**config.mk**
```make
export PLATFORM = sky130hd
export DESIGN_NAME = transmit_shift_stream_flat
export DESIGN_NICKNAME = d
export VERILOG_FILES = /design/src/rtl/transmit_shift_stream_if.sv /design/src/rtl/transmit_shift_stream.sv /design/src/flat_wrapper.sv
export SDC_FILE = /design/constraint.sdc
export NUM_CORES = 1
export LEC_CHECK = 0
export CELL_PAD_IN_SITES_DETAIL_PLACEMENT = 2
export CELL_PAD_IN_SITES_GLOBAL_PLACEMENT = 2
export CORE_AREA = 2 2 69 71
export DETAILED_ROUTE_END_ITERATION = 6
export DIE_AREA = 0 0 71 73
export GPL_TIMING_DRIVEN = 0
export PLACE_DENSITY_LB_ADDON = 0.1
export SLEW_MARGIN = 20
export SYNTH_ARGS = -nofsm -noshare
export SYNTH_HDL_FRONTEND = slang
export SYNTH_SLANG_ARGS = --single-unit
```
**constraint.sdc**
```tcl
create_clock -name clk -period 2.4 [get_ports clk]
set_input_delay 0.48 -clock clk [delete_from_list [all_inputs] [get_ports clk]]
set_output_delay 0.48 -clock clk [all_outputs]
set_load 0.1 [all_outputs]
```
**src/rtl/transmit_shift_stream_if.sv**
```systemverilog
// rtl/transmit_shift_stream_if.sv - word stream handshake into the transmit shifter
interface transmit_shift_stream_if #(
  parameter int DATA_WIDTH = 8
);
  logic                  in_valid;
  logic [DATA_WIDTH-1:0] in_data;
  logic                  in_last;
  logic                  in_ready;

  modport master (output in_valid, output in_data, output in_last, input in_ready);
  modport slave  (input in_valid, input in_data, input in_last, output in_ready);
endinterface

```
**src/rtl/transmit_shift_stream.sv**
```systemverilog
// rtl/transmit_shift_stream.sv - word-stream to serial shifter with holding register, bit period, eop/underrun
module transmit_shift_stream #(
  parameter int   DATA_WIDTH = 8,
  parameter int   BIT_PERIOD = 1,
  parameter int   LSB_FIRST  = 1,
  parameter logic IDLE_LEVEL = 1'b1
) (
  input  logic                    clk,
  input  logic                    rst,
  transmit_shift_stream_if.slave  in_if,
  input  logic                    abort,
  output logic                    serial_out,
  output logic                    bit_strobe,
  output logic                    tx_active,
  output logic                    eop,
  output logic                    underrun
);
  localparam int DIV_W = (BIT_PERIOD > 1) ? $clog2(BIT_PERIOD) : 1;
  localparam int CNT_W = $clog2(DATA_WIDTH);
  localparam logic [DIV_W-1:0] DIV_LAST = DIV_W'(BIT_PERIOD - 1);
  localparam logic [CNT_W-1:0] CNT_LAST = CNT_W'(DATA_WIDTH - 1);

  typedef enum logic {IDLE, SHIFT} state_e;

  state_e                state_q, state_d;
  logic [DATA_WIDTH-1:0] hold_q, hold_d;
  logic                  hold_last_q, hold_last_d;
  logic                  hold_full_q, hold_full_d;
  logic [DATA_WIDTH-1:0] shreg_q, shreg_d;
  logic                  last_flag_q, last_flag_d;
  logic [DIV_W-1:0]      div_q, div_d;
  logic [CNT_W-1:0]      bitcnt_q, bitcnt_d;
  logic                  eop_q, eop_d;
  logic                  underrun_q, underrun_d;

  logic accept, strobe, word_end, load;

  always_ff @(posedge clk or posedge rst) begin
    if (rst) begin
      state_q     <= IDLE;
      hold_q      <= '0;
      hold_last_q <= 1'b0;
      hold_full_q <= 1'b0;
      shreg_q     <= '0;
      last_flag_q <= 1'b0;
      div_q       <= '0;
      bitcnt_q    <= '0;
      eop_q       <= 1'b0;
      underrun_q  <= 1'b0;
    end else begin
      state_q     <= state_d;
      hold_q      <= hold_d;
      hold_last_q <= hold_last_d;
      hold_full_q <= hold_full_d;
      shreg_q     <= shreg_d;
      last_flag_q <= last_flag_d;
      div_q       <= div_d;
      bitcnt_q    <= bitcnt_d;
      eop_q       <= eop_d;
      underrun_q  <= underrun_d;
    end
  end

  always_comb begin
    state_d     = state_q;
    hold_d      = hold_q;
    hold_last_d = hold_last_q;
    hold_full_d = hold_full_q;
    shreg_d     = shreg_q;
    last_flag_d = last_flag_q;
    div_d       = div_q;
    bitcnt_d    = bitcnt_q;
    eop_d       = 1'b0;
    underrun_d  = 1'b0;
    load        = 1'b0;

    accept   = in_if.in_valid && !hold_full_q;
    strobe   = (state_q == SHIFT) && (div_q == DIV_LAST);
    word_end = strobe && (bitcnt_q == CNT_LAST);

    // accept and load are mutually exclusive: accept needs hold empty, load needs it full
    if (accept) begin
      hold_d      = in_if.in_data;
      hold_last_d = in_if.in_last;
      hold_full_d = 1'b1;
    end

    case (state_q)
      IDLE: load = hold_full_q;
      SHIFT: begin
        if (strobe) begin
          div_d    = '0;
          bitcnt_d = bitcnt_q + 1'b1;
          shreg_d  = (LSB_FIRST != 0) ? {1'b0, shreg_q[DATA_WIDTH-1:1]}
                                      : {shreg_q[DATA_WIDTH-2:0], 1'b0};
          if (word_end) begin
            bitcnt_d = '0;
            if (hold_full_q) begin
              load = 1'b1;
            end else begin
              state_d    = IDLE;
              eop_d      = last_flag_q;
              underrun_d = !last_flag_q;
            end
          end
        end else begin
          div_d = div_q + 1'b1;
        end
      end
      default: state_d = IDLE;
    endcase

    if (load) begin
      state_d     = SHIFT;
      shreg_d     = hold_q;
      last_flag_d = hold_last_q;
      hold_full_d = 1'b0;
      div_d       = '0;
      bitcnt_d    = '0;
    end

    if (abort) begin
      state_d     = IDLE;
      hold_full_d = 1'b0;
      div_d       = '0;
      bitcnt_d    = '0;
      eop_d       = 1'b0;
      underrun_d  = 1'b0;
    end
  end

  assign in_if.in_ready = !hold_full_q;
  assign tx_active      = (state_q == SHIFT);
  assign bit_strobe     = (state_q == SHIFT) && (div_q == DIV_LAST);
  assign serial_out     = (state_q != SHIFT) ? IDLE_LEVEL
                        : (LSB_FIRST != 0)   ? shreg_q[0] : shreg_q[DATA_WIDTH-1];
  assign eop            = eop_q;
  assign underrun       = underrun_q;
endmodule

```
**src/flat_wrapper.sv**
```systemverilog
// flat-port wrapper written by rule: the top's interface ports become plain ports
module transmit_shift_stream_flat 
#(
  parameter int   DATA_WIDTH = 8,
  parameter int   BIT_PERIOD = 1,
  parameter int   LSB_FIRST  = 1,
  parameter logic IDLE_LEVEL = 1'b1
)
  (clk, rst, abort, serial_out, bit_strobe, tx_active, eop, underrun, in_if_in_valid, in_if_in_data, in_if_in_last, in_if_in_ready);
  transmit_shift_stream_if #(.DATA_WIDTH(DATA_WIDTH)) in_if_i ();
  input  logic clk;
  input  logic rst;
  input  logic abort;
  output logic serial_out;
  output logic bit_strobe;
  output logic tx_active;
  output logic eop;
  output logic underrun;
  input wire logic [$bits(in_if_i.in_valid)-1:0] in_if_in_valid;
  input wire logic [$bits(in_if_i.in_data)-1:0] in_if_in_data;
  input wire logic [$bits(in_if_i.in_last)-1:0] in_if_in_last;
  output wire logic [$bits(in_if_i.in_ready)-1:0] in_if_in_ready;
  assign in_if_i.in_valid = in_if_in_valid;
  assign in_if_i.in_data = in_if_in_data;
  assign in_if_i.in_last = in_if_in_last;
  assign in_if_in_ready = in_if_i.in_ready;
  transmit_shift_stream #(.DATA_WIDTH(DATA_WIDTH), .BIT_PERIOD(BIT_PERIOD), .LSB_FIRST(LSB_FIRST), .IDLE_LEVEL(IDLE_LEVEL)) u_core (.clk(clk), .rst(rst), .in_if(in_if_i), .abort(abort), .serial_out(serial_out), .bit_strobe(bit_strobe), .tx_active(tx_active), .eop(eop), .underrun(underrun));
endmodule
```
* Word level (Yosys, flattened, before mapping)
Cells that the tools add are included. W data, S select, Z words.
Operators by class: add/sub/neg operators 2, multiplexer cells 35, bitwise logic cells 2, eq/ne operators 1, reductions and logical operators 12
Operator list (count):
- $mux W1 | 26
- $mux W8 | 3
- $mux W3 | 5
- $reduce_bool A3 Y1 | 3
- $reduce_and A2 Y1 | 2
- $reduce_bool A2 Y1 | 2
- $add A3 B1 Y3 const B | 1
- $eq A3 B3 Y1 const B | 1
- $logic_and A1 B1 Y1 | 3
- $logic_not A1 Y1 | 2
- $not A1 Y1 | 2
- $pmux W1 S2 | 1
- $add A1 B1 Y1 const B | 1
Storage, ports and cells: register bits 26, logic and storage cells 62

* Longest topological paths before layout
depth after elaboration 8, mapped depth 6

* Worst setup path after synthesis
No wires, ideal clock.
path type flip-flop to output port, start point register u_core.state_q (netlist: u_core.tx_active), end point output serial_out, slack 0.070 ns, arrival 1.850 ns, stages on the path, launching flop included 3, data required time 1.920 ns, path buffers 1, path through dfrtp_1 -> buf_6 -> nand2b_1
On the way: longest elaborated chain between the ends 1
Ends and longest elaborated chain:
- start: declaration | line transmit_shift_stream.sv:25 | state_e state_q, state_d;
- start signal: assignment | line transmit_shift_stream.sv:51 | state_q <= state_d;
- $mux W1 | line transmit_shift_stream.sv:135 | assign serial_out = (state_q != SHIFT) ? IDLE_LEVEL
- end: declaration | line flat_wrapper.sv:14 | output logic serial_out;
No other way between the ends.

* Worst setup path after layout
start point register u_core.hold_full_q, end point output in_if_in_ready
On the way: longest elaborated chain between the ends 1
Ends and longest elaborated chain:
- start: declaration | line transmit_shift_stream.sv:28 | logic hold_full_q, hold_full_d;
- start signal: assignment | line transmit_shift_stream.sv:54 | hold_full_q <= hold_full_d;
- $logic_not A1 Y1 | line transmit_shift_stream.sv:132 | assign in_if.in_ready = !hold_full_q;
- end: declaration | line flat_wrapper.sv:22 | output wire logic [$bits(in_if_i.in_ready)-1:0] in_if_in_ready;
No other way between the ends.

==> flow_metrics.env <==
export IMPL_die_area_um2=5180
export IMPL_antenna_left=0
export IMPL_cts_root_buf="clkbuf_8"
export IMPL_yosysWarnings=0
export IMPL_antenna_found_initial=0
export IMPL_hold_path_end="u_core.underrun"
export IMPL_whs_path_depth=1
export IMPL_path_clk_slew_ns=0.10
export IMPL_regToRegEndpoint="u_core.last_flag_q"
export IMPL_portBuffers=17
export IMPL_r2r_slack_ns=0.66
export IMPL_hold_slack_ns=0.463
export IMPL_grt_pass1_vias=1048
export IMPL_slowest_delay_ns=0.88
export IMPL_max_freq_mhz=436
export IMPL_syn_area_um2=1300
export IMPL_clkSinkCount=26
export IMPL_drtIter0Drc=24
export IMPL_track_usage_pct=13.5
export IMPL_cp_cell_sequence="buf_6 -> inv_1 -> dlygate4sd2_1"
export IMPL_hold_viol_final=0
export IMPL_switching_share_pct=30.6
export IMPL_hold_start="u_core.last_flag_q"
export IMPL_slew_headroom_pct=34.0
export IMPL_rr_worst_depth=5
export IMPL_synth_xor_area_share_pct=0
export IMPL_post_cts_buffers=0
export IMPL_worst_slew_pin_slew_ns=0.984
export IMPL_p_sw_w=0.000345
export IMPL_clockBufferDepth=2
export IMPL_grt_pass1_wl_um=5370
export IMPL_num_vias=957
export IMPL_cp_top_family="buffers and inverters"
export IMPL_reg_top3="u_core.hold_q x8, u_core.shreg_q x8, u_core.bitcnt_q x3"
export IMPL_nets=153
export IMPL_status="finished, final reports clean"
export IMPL_wl_um=3080
export IMPL_drv_cap=0
export IMPL_p_seq_share_pct=50.0
export IMPL_comb_power_share_pct=23.9
export IMPL_start_util_pct=28.7
export IMPL_endpoint_kind="output pin"
export IMPL_post_dp_cell_area_um2=1540
export IMPL_synthAdderAreaFrac_pct=1.92
export IMPL_hp_class="reg2reg"
export IMPL_clock_power_share_pct=26.1
export IMPL_routedWlPerCell_um=16.1
export IMPL_total_power_w=0.00113
export IMPL_cp_slowest_cell="dlygate4sd2_1"
export IMPL_clk_latency_ns=0.28
export IMPL_yosys_area_share_simple_pct=18.3
export IMPL_p_leak_nw=0.715
export IMPL_drc=0
export IMPL_pre_cts_ws_ns=-0.176
export IMPL_worst_path_max_fanout=9
export IMPL_power_internal_w=0.000781
export IMPL_worstPathRequired_ns=1.92
export IMPL_fin_crit_ns=2.30
export IMPL_drive_gt1_share_pct=19.0
export IMPL_synth_top_family_by_area="simple AND/OR/NAND/NOR gates"
export IMPL_muxShareOfSynthArea_pct=12.2
export IMPL_fill_cells=479
export IMPL_setup_slack_ns=0.104
export IMPL_antenna_cells=0
export IMPL_critPathKind="reg2out"
export IMPL_period_share_pct=95.7
export IMPL_yosysUniqueCellTypes=30
export IMPL_area_growth_syn_to_layout_pct=22.5
export IMPL_finalSetupViolCount=0
export IMPL_cts_buffers=3
export IMPL_cts_repair_resized=8
export IMPL_syn_inst=116
export IMPL_synth_compound_area_share_pct=10.6
export IMPL_cp_num_buf_inv=3
export IMPL_syn_avg_cell_area_um2=11.2
export IMPL_hold_buffers=0
export IMPL_register_area_um2=651
export IMPL_ys_ff_latch=26
export IMPL_cts_tree="yes"
export IMPL_overflow=0
export IMPL_power_density_nw_per_um2=707
export IMPL_fin_area_um2=1590
export IMPL_cp_data_arrival_time_ns=1.82
export IMPL_core_um2=4540
export IMPL_multiInputGateArea_um2=559
export IMPL_die_h_um=73
export IMPL_vias_per_cell=5.01
export IMPL_skew_ns=0.00429
export IMPL_syn_nets=131
export IMPL_ios=19
export IMPL_grt_max_degree=27
export IMPL_first_pass_iters=4
export IMPL_irDropWorstVdd_v=0.000261
export IMPL_die_w_um=71
export IMPL_slew_violations=0
export IMPL_htree_levels=1
export IMPL_gp_congestion=0.695
export IMPL_r2r_start="u_core.bitcnt_q[0]"
export IMPL_dp_hpwl_um=2250
export IMPL_yosysSeqAreaShare_pct=50.0
export IMPL_std_cell_rows=25
export IMPL_post_route_util_pct=35.1
export IMPL_startpoint_type="register"
export IMPL_rsz0062_at_grt="false"
worst register-to-register path, cell delays in order (launching register included):
cell and delay (ns):
dfrtp_1 0.39, ha_1 0.17, ha_1 0.27, nand2b_1 0.15
a21oi_4 0.30, mux2_1 0.36
through the flow:
stage,setup TNS (ns),std cells
floorplan,0,116
global placement,-0.194,187
detailed placement,-0.216,187
CTS,0,191
global route,0,191
finish,0,191
cells in the final DEF, fill, tap and decap left out, types with 2 or more instances in the layout:
cell type        count
dfrtp_1             26
clkdlybuf4s50_1     13
inv_1                8
mux2i_1              8
nand2_1              7
nor3_1               6
mux2_2               6
or2b_1               5
o21ai_0              5
a21oi_1              5
a221oi_1             4
nand2b_1             4
nor2_1               4
clkbuf_8             4
buf_6                3
nor3_2               3
nor4_1               3
and4bb_1             2
o22ai_1              2
ha_1                 2
clkdlybuf4s15_2      2
dlygate4sd2_1        2
power groups by stage:
stage               combinational, W  sequential, W  clock [W]
finish                      0.000269       0.000563   0.000294
global route                0.000298       0.000576   0.000324
CTS                         0.000275       0.000564   0.000304
detailed placement          0.000278       0.000573          0
global placement            0.000269       0.000569          0
floorplan                   0.000201       0.000566          0
synthesized netlist by cell type:
| cell | n | area share (%) |
|---|---|---|
| nand2_2 | 1 | 0.48 |
| ha_1 | 2 | 1.9 |
| and4bb_1 | 2 | 1.9 |
| a21oi_1 | 5 | 1.9 |
| mux2i_1 | 8 | 6.2 |
| clkinv_4 | 1 | 0.67 |
| inv_1 | 9 | 2.6 |
| mux2_2 | 6 | 5.2 |
| nand2b_2 | 1 | 0.67 |
| nor3_2 | 3 | 2.3 |
| buf_6 | 3 | 2.6 |
| a221oi_1 | 4 | 2.7 |
| buf_2 | 1 | 0.38 |
| a221oi_2 | 1 | 1.2 |
| nand2_1 | 7 | 2.0 |
| a22o_1 | 1 | 0.67 |
| nor4_1 | 3 | 1.4 |
| nor3_1 | 6 | 2.3 |
| clkbuf_1 | 1 | 0.29 |
| nand2b_1 | 4 | 1.9 |
| clkbuf_2 | 1 | 0.38 |
| dfrtp_1 | 26 | 50 |
| nor2b_2 | 1 | 0.67 |
| mux2_1 | 1 | 0.87 |
| a21oi_4 | 1 | 1.3 |
| or2b_1 | 5 | 2.9 |
| nor2b_1 | 1 | 0.48 |
| o21ai_0 | 5 | 1.9 |
| o22ai_1 | 2 | 0.96 |
| nor2_1 | 4 | 1.2 |
per-layer routing:
layer	track usage, %	routed length [um]	vias up
met5	0	0	-
met2	23.4	1520	14
met4	3.14	29	0
met1	17.2	1420	492
li1	-	-	447
met3	3.18	112	4
worst max path at each step:
stage / cells past startpoint / to / from / slack [ns]
2_1_floorplan: 2 / serial_out / u_core.tx_active / 0.07
3_5_place_dp: 3 / bit_strobe / u_core.tx_active / -0.18
5_1_grt: 3 / bit_strobe / u_core.tx_active / 0.01
4_1_cts: 3 / in_if_in_ready / u_core.hold_full_q / 0.09
3_3_place_gp: 3 / bit_strobe / u_core.tx_active / -0.16
6_report: 3 / in_if_in_ready / u_core.hold_full_q / 0.10
layout make-up:
type	instances	area share (%)
inverters	10	2.67
multi-input cells	74	35.1
flip-flops and latches	26	40.8
repair buffers	17	10.7
clock buffers	4	3.46
plain buffers	6	2.99
well taps	54	4.24
cells by family (layout without fill, tap and decap cells):
kind of cell / count (synthesis) / count (layout)
buf+inv: 16 / 37
flops: 26 / 26
fa+ha+maj: 2 / 2
compound gates: 19 / 19
mux: 15 / 15
simple gates: 38 / 38
Power figures use the tool's default switching activity.
